$ cat src/rtl/hs_mem_responder.sv
// hs_mem_responder: clocked responder for the core's four-phase bundled-data
// memory channel. Synchronises req, samples we/addr/wdata, services a read
// or write against an internal word array after LATENCY cycles, then acks.
//
// Ports:
//   clk        system clock
//   rst        asynchronous active-low reset
//   req_i      request from core (asynchronous to clk)
//   we_i       1=write, 0=read (bundled with req_i)
//   addr_i     word address (bundled)
//   wdata_i    write data (bundled)
//   ack_o      registered acknowledge
//   rdata_o    read data, valid while ack_o=1 after a read
//   err_o      1 while ack_o=1 when the address was out of range
//   stat_rd_o  completed reads, saturating (HS_MEM_STATS_EN only)
//   stat_wr_o  completed writes, saturating (HS_MEM_STATS_EN only)
//
// Optional feature macro: HS_MEM_STATS_EN (adds the access counters).

module hs_mem_responder #(
    parameter int ADDR_W      = 8,
    parameter int DATA_W      = 16,
    parameter int DEPTH       = 256,
    parameter int LATENCY     = 2,
    parameter int SYNC_STAGES = 2
) (
    input  logic              clk,
    input  logic              rst,
    input  logic              req_i,
    input  logic              we_i,
    input  logic [ADDR_W-1:0] addr_i,
    input  logic [DATA_W-1:0] wdata_i,
    output logic              ack_o,
    output logic [DATA_W-1:0] rdata_o,
    output logic              err_o
`ifdef HS_MEM_STATS_EN
    ,
    output logic [15:0]       stat_rd_o,
    output logic [15:0]       stat_wr_o
`endif
);

    typedef enum logic [1:0] {
        IDLE = 2'd0,
        BUSY = 2'd1,
        ACK  = 2'd2
    } state_e;

    state_e                 state_q;
    logic [SYNC_STAGES-1:0] sync_q;
    logic [3:0]             cnt_q;
    logic                   we_q;
    logic [ADDR_W-1:0]      addr_q;
    logic [DATA_W-1:0]      wdata_q;
    logic                   ack_q;
    logic                   err_q;
    logic [DATA_W-1:0]      rdata_q;

    logic [DATA_W-1:0]      mem [DEPTH];

    logic req_s;
    logic in_rng;
    logic access;
    logic mem_we;

    assign req_s  = sync_q[SYNC_STAGES-1];
    assign in_rng = (32'(addr_q) < 32'(DEPTH));

    // The access edge: last BUSY cycle with req still held. A req drop
    // on that same edge is an abort and takes priority.
    assign access = (state_q == BUSY) && (cnt_q == 4'd0) && req_s;
    assign mem_we = access && we_q && in_rng;

    always_ff @(posedge clk or negedge rst) begin
        if (!rst) begin
            sync_q <= '0;
        end else begin
            sync_q <= {sync_q[SYNC_STAGES-2:0], req_i};
        end
    end

    // Array is kept out of the reset domain so contents survive reset.
    always_ff @(posedge clk) begin
        if (mem_we) begin
            mem[addr_q] <= wdata_q;
        end
    end

    always_ff @(posedge clk or negedge rst) begin
        if (!rst) begin
            state_q <= IDLE;
            cnt_q   <= '0;
            we_q    <= 1'b0;
            addr_q  <= '0;
            wdata_q <= '0;
            ack_q   <= 1'b0;
            err_q   <= 1'b0;
            rdata_q <= '0;
        end else begin
            unique case (state_q)
                IDLE: begin
                    if (req_s) begin
                        we_q    <= we_i;
                        addr_q  <= addr_i;
                        wdata_q <= wdata_i;
                        cnt_q   <= 4'(LATENCY - 1);
                        state_q <= BUSY;
                    end
                end
                BUSY: begin
                    if (!req_s) begin
                        state_q <= IDLE;
                    end else if (cnt_q == 4'd0) begin
                        if (!we_q) begin
                            rdata_q <= in_rng ? mem[addr_q] : '0;
                        end
                        err_q   <= !in_rng;
                        ack_q   <= 1'b1;
                        state_q <= ACK;
                    end else begin
                        cnt_q <= cnt_q - 4'd1;
                    end
                end
                ACK: begin
                    if (!req_s) begin
                        ack_q   <= 1'b0;
                        err_q   <= 1'b0;
                        state_q <= IDLE;
                    end
                end
                default: state_q <= IDLE;
            endcase
        end
    end

    assign ack_o   = ack_q;
    assign err_o   = err_q;
    assign rdata_o = rdata_q;

`ifdef HS_MEM_STATS_EN
    logic [15:0] rd_cnt_q;
    logic [15:0] wr_cnt_q;

    always_ff @(posedge clk or negedge rst) begin
        if (!rst) begin
            rd_cnt_q <= '0;
            wr_cnt_q <= '0;
        end else if (access) begin
            if (we_q && wr_cnt_q != 16'hFFFF) begin
                wr_cnt_q <= wr_cnt_q + 16'd1;
            end
            if (!we_q && rd_cnt_q != 16'hFFFF) begin
                rd_cnt_q <= rd_cnt_q + 16'd1;
            end
        end
    end

    assign stat_rd_o = rd_cnt_q;
    assign stat_wr_o = wr_cnt_q;
`endif

endmodule
$ cat config.mk
export PLATFORM = sky130hd
export DESIGN_NAME = hs_mem_responder
export DESIGN_NICKNAME = d
export VERILOG_FILES = /design/src/rtl/hs_mem_responder.sv
export SDC_FILE = /design/constraint.sdc
export NUM_CORES = 2
export LEC_CHECK = 0
export CAP_MARGIN = 25
export CORE_ASPECT_RATIO = 0.7
export CORE_MARGIN = 5
export CORE_UTILIZATION = 55
export CTS_BUF_LIST = sky130_fd_sc_hd__clkbuf_4 sky130_fd_sc_hd__clkbuf_8 sky130_fd_sc_hd__clkbuf_16
export CTS_CLUSTER_SIZE = 25
export DETAILED_ROUTE_END_ITERATION = 8
export PLACE_DENSITY = 0.69
export SETUP_SLACK_MARGIN = 0.4
export SLEW_MARGIN = 25
export SYNTH_ARGS = -nofsm -noshare
export SYNTH_HDL_FRONTEND = slang
export SYNTH_SLANG_ARGS = --single-unit
$ cat constraint.sdc
create_clock -name clk -period 4 [get_ports clk]
set_input_delay 0.4 -clock clk [delete_from_list [all_inputs] [get_ports clk]]
set_output_delay 0.4 -clock clk [all_outputs]
set_load 0.01 [all_outputs]
==> results.yml <==
run_status:
  result_of_the_run: "finished clean"
finish:
  number_of_nets_in_the_finished_design: 7672
  syn_to_final_growth_pct: 13.8
  drive_above_1_share: 0.314
  final.fill_count: 18924
timing:
  setup_viol_count_final: 0
  worst_slew_margin_relative_to_its_limit: 0.263
  slew_violations: 0
  final_cycle_share: 0.915
  final.setup_skew_ps: 68.1
  layout_min_cycle_time_ps: 3660
  worst_pin_slew_ps: 1110
  setup_total_negative_slack_ps: 0
  finalHoldViolations: 0
  fin_worst_hold_slack_ps: 131
  maxClockFrequency_ghz: 0.273
  rsz0062_at_grt: "yes"
yosys:
  synth_cell_types: 71
  synth_warnings: 0
  post_synth_inst_count: 6946
  syn-num-nets: 6976
  postSynthAreaPerCell_um2: 22.9
  synth-edff-count: 4096
  synth_seq_area_share: 0.780
  mappedNetlistArea_um2: 159000
  synth_ff_type: "sky130_fd_sc_hd__edfxtp_1"
  yosys_register_bits: 4146
  synthArstFlopShare: 0.0121
die:
  initial_utilization: 0.552
  die_y_um: 460
  design.core.area_um2: 289000
  dieArea_um2: 301000
  width_of_the_die_um: 653
  i_o_pin_cnt: 46
  rows: 165
cts:
  ctsHtreeMaxLevel: 5
  clock-sinks: 4146
  cts.path.max_buffers: 4
  clk-insertion-delay-late_ps: 930
  clk_pin_slew_ps: 70
  cts-buffers-inserted: 376
  clock_tree.root_cell: "sky130_fd_sc_hd__clkbuf_16"
  cts_tree: "done"
detailed_routing:
  wirelength_um: 421000
  detail-route-antenna-nets: 0
  drtPass1Iterations: 6
  initial_drt_markers: 12889
  drt_drc_violations_left: 0
  wl_per_cell_um: 35.7
  overall_via_count_from_detail_route: 79496
  detail_route.vias_per_cell: 6.74
grt:
  first_global_vias: 77601
  grt_first_pass_wirelength_um: 596000
  global_route.usage.total: 0.281
  grt_start_max_net_pins: 145
  grt-ovfl-total: 0
  grt_antenna_before_repair: 17
critical_path:
  critical-path-top-delay-family: "compound AO/OA/AOI/OAI gates"
  worstPathArrival_ps: 4480
  critical_path_peak_fanout: 33
  cpMaxStageDelayCell: "sky130_fd_sc_hd__dfrtp_4"
  cp_data_required_time_ps: 4820
  worstPathCellList: "buf_12 > inv_8 > buf_4 > nand2_1 > a32oi_1 > o22ai_1 > a2111oi_1 > buf_4 > o31a_1 > o32a_1"
  timing_worst_setup_path_type: "flip-flop to flip-flop"
  worst_path_most_repeated_cell: "sky130_fd_sc_hd__buf_4"
  endpoint_kind: "flip-flop"
  critPathBufInv: 4
  crit_path_max_incr_delay_ps: 590
  critical_path.startpoint_type: "flip-flop"
min_path:
  hold_class: "input port to flip-flop"
place:
  buffer_ports.inserted: 44
  post-dp-hpwl_um: 259000
  finalWeightedCongestion: 0.897
power:
  power.density_cell_area_nw_per_um2: 689
  ir_worst_vdd_mv: 0.555
  static-leakage-power_nw: 57.2
run:
  drv.max_cap_violation_count: 0
cells by family (layout without fill, tap and decap cells):
| kind of cell | after synthesis | count (layout) | synth area share |
|---|---|---|---|
| buffers and inverters | 418 | 1413 | 0.0159 |
| other | 1 | 8 | 0.0000235 |
| AOI/OAI and AO/OA | 427 | 427 | 0.0190 |
| adders and majority gates | 2 | 2 | 0.000157 |
| xor gates and xnor gates | 2 | 2 | 0.000110 |
| DFF | 4146 | 4146 | 0.780 |
| muxes | 1325 | 1325 | 0.168 |
| and+or+nand+nor | 625 | 625 | 0.0167 |
Yosys cell counts (4+ instances only):
cell type	count	area, µm²
sky130_fd_sc_hd__edfxtp_1	4096	123000
sky130_fd_sc_hd__mux4_2	1075	24200
sky130_fd_sc_hd__nor2_1	321	1200
sky130_fd_sc_hd__mux2i_1	212	2120
sky130_fd_sc_hd__nand2_1	154	578
sky130_fd_sc_hd__clkbuf_1	110	413
sky130_fd_sc_hd__buf_2	109	546
sky130_fd_sc_hd__buf_4	103	773
sky130_fd_sc_hd__a22oi_1	85	638
sky130_fd_sc_hd__o22ai_1	84	526
sky130_fd_sc_hd__dfrtp_1	50	1250
sky130_fd_sc_hd__buf_6	49	552
sky130_fd_sc_hd__a21oi_1	46	230
sky130_fd_sc_hd__nor3_1	44	220
sky130_fd_sc_hd__a211oi_1	37	278
sky130_fd_sc_hd__mux2_2	33	372
sky130_fd_sc_hd__a32oi_1	28	245
sky130_fd_sc_hd__o21ai_0	26	130
sky130_fd_sc_hd__buf_1	20	75.1
sky130_fd_sc_hd__nand3_1	20	100
sky130_fd_sc_hd__o21ai_1	18	90.1
sky130_fd_sc_hd__inv_1	17	63.8
sky130_fd_sc_hd__a221oi_1	16	140
sky130_fd_sc_hd__and3_1	15	93.8
sky130_fd_sc_hd__nor2b_1	15	93.8
sky130_fd_sc_hd__nor4_1	14	87.6
sky130_fd_sc_hd__and2_1	13	81.3
sky130_fd_sc_hd__o211ai_1	13	97.6
sky130_fd_sc_hd__a2111oi_0	12	105
sky130_fd_sc_hd__o221ai_1	12	105
sky130_fd_sc_hd__nand2b_1	11	68.8
sky130_fd_sc_hd__o32a_1	10	100
sky130_fd_sc_hd__o31a_1	7	61.3
sky130_fd_sc_hd__a31oi_1	5	31.3
sky130_fd_sc_hd__mux4_1	5	131
sky130_fd_sc_hd__o32ai_1	4	35.0
per-layer routing:
metal	vias to the layer above	wire length, µm	GRT usage
li1	30951	-	-
met1	42264	165000	0.437
met2	5583	180000	0.387
met3	686	62000	0.0870
met4	12	13900	0.0821
met5	-	77	0
layout by cell type, fill, tap and decap left out, types with 11 or more instances in the layout:
cell type,count
sky130_fd_sc_hd__and3_1,15
sky130_fd_sc_hd__nor2b_1,13
sky130_fd_sc_hd__nand3_1,15
sky130_fd_sc_hd__nor4_1,13
sky130_fd_sc_hd__nand2_1,141
sky130_fd_sc_hd__edfxtp_1,4096
sky130_fd_sc_hd__a2111oi_0,11
sky130_fd_sc_hd__a221oi_1,16
sky130_fd_sc_hd__clkdlybuf4s50_1,43
sky130_fd_sc_hd__mux2_2,33
sky130_fd_sc_hd__clkinvlp_4,13
sky130_fd_sc_hd__bufinv_16,38
sky130_fd_sc_hd__dfrtp_4,20
sky130_fd_sc_hd__clkbuf_4,75
sky130_fd_sc_hd__and2_1,12
sky130_fd_sc_hd__o22ai_1,83
sky130_fd_sc_hd__clkinv_2,71
sky130_fd_sc_hd__nor3_1,36
sky130_fd_sc_hd__mux4_2,1075
sky130_fd_sc_hd__clkinv_1,71
sky130_fd_sc_hd__a22oi_1,85
sky130_fd_sc_hd__buf_4,559
sky130_fd_sc_hd__mux2i_1,206
sky130_fd_sc_hd__o21ai_1,16
sky130_fd_sc_hd__o21ai_0,26
sky130_fd_sc_hd__nor2_2,21
sky130_fd_sc_hd__dfrtp_1,26
sky130_fd_sc_hd__buf_12,100
sky130_fd_sc_hd__a211oi_1,34
sky130_fd_sc_hd__nor2_1,298
sky130_fd_sc_hd__inv_1,17
sky130_fd_sc_hd__clkbuf_16,388
sky130_fd_sc_hd__o211ai_1,13
sky130_fd_sc_hd__a32oi_1,26
sky130_fd_sc_hd__a21oi_1,43
sky130_fd_sc_hd__nand2_2,13
power by group:
part | switching (mW) | leakage [nW] | internal (mW) | total [mW]
logic | 20.5 | 13.7 | 12.9 | 33.4
clock network | 15.6 | 6.17 | 20.7 | 36.3
registers | 1.97 | 37.4 | 53.2 | 55.1
state kept, by name, indices dropped and copies added (netlist names):
name,count
mem,4096
rdata_o,16
wdata_q,16
addr_q,8
cnt_q,4
state_q,2
sync_q,2
ack_o,1
we_q,1
worst reg2reg max path: cells and delay by family (launching register included):
family | cells | cell delay (ps)
compound gates | 5 | 1620
buf+inv | 4 | 1240
flops | 1 | 590
simple gates | 1 | 100
final timing paths:
path	slack, ps	end	from	depth (start not counted)
max in group asynchronous	2970	addr_q[2]$_DFFE_PN0P_	rst	2
min in group asynchronous	170	sync_q[0]$_DFF_PN0_	rst	2
setup reg to reg	340	rdata_o[14]$_DFFE_PN0P_	addr_q[0]$_DFFE_PN0P_	10
hold reg to reg	390	sync_q[1]$_DFF_PN0_	sync_q[0]$_DFF_PN0_	0
setup / recovery	340	rdata_o[14]$_DFFE_PN0P_	addr_q[0]$_DFFE_PN0P_	10
hold / removal	130	wdata_q[12]$_DFFE_PN0P_	wdata_i[12]	2
per-stage QoR:
stage / util / instances / instance area, µm² / setup slack [ps] / power [mW]
floorplan: - / 6946 / 159000 / 559 / 74.5
global placement: 0.584 / 11099 / 169000 / 113 / 88.1
detailed placement: 0.584 / 11099 / 169000 / 22.9 / 88.7
CTS: 0.627 / 11778 / 181000 / 293 / 125
global route: 0.628 / 11782 / 181000 / 335 / 129
finish: 0.628 / 11789 / 181000 / 340 / 125
layout make-up:
cell class	count	area, µm²	area share
Multi-Input combinational cell	2382	32900	0.181
Sequential cell	4146	124000	0.686
Timing Repair Buffer	716	6840	0.0377
Tap cell	3841	4810	0.0265
Clock inverter	213	2100	0.0116
Clock buffer	464	10300	0.0567
Antenna cell	7	17.5	0.0000966
Inverter	20	85.1	0.000469
repair_timing:
| item | in CTS | in global routing |
|---|---|---|
| setup endpoints to repair | 11 | 88 |
| hold endpoints to repair | 51 | 0 |
| buffers inserted | 0 | 1 |
| resized for setup | 13 | 33 |
| hold buffers | 2 | 0 |
| gates cloned | 0 | 1 |
| pin swaps | 0 | 3 |
Note: power is estimated with default switching activity, not from simulation.
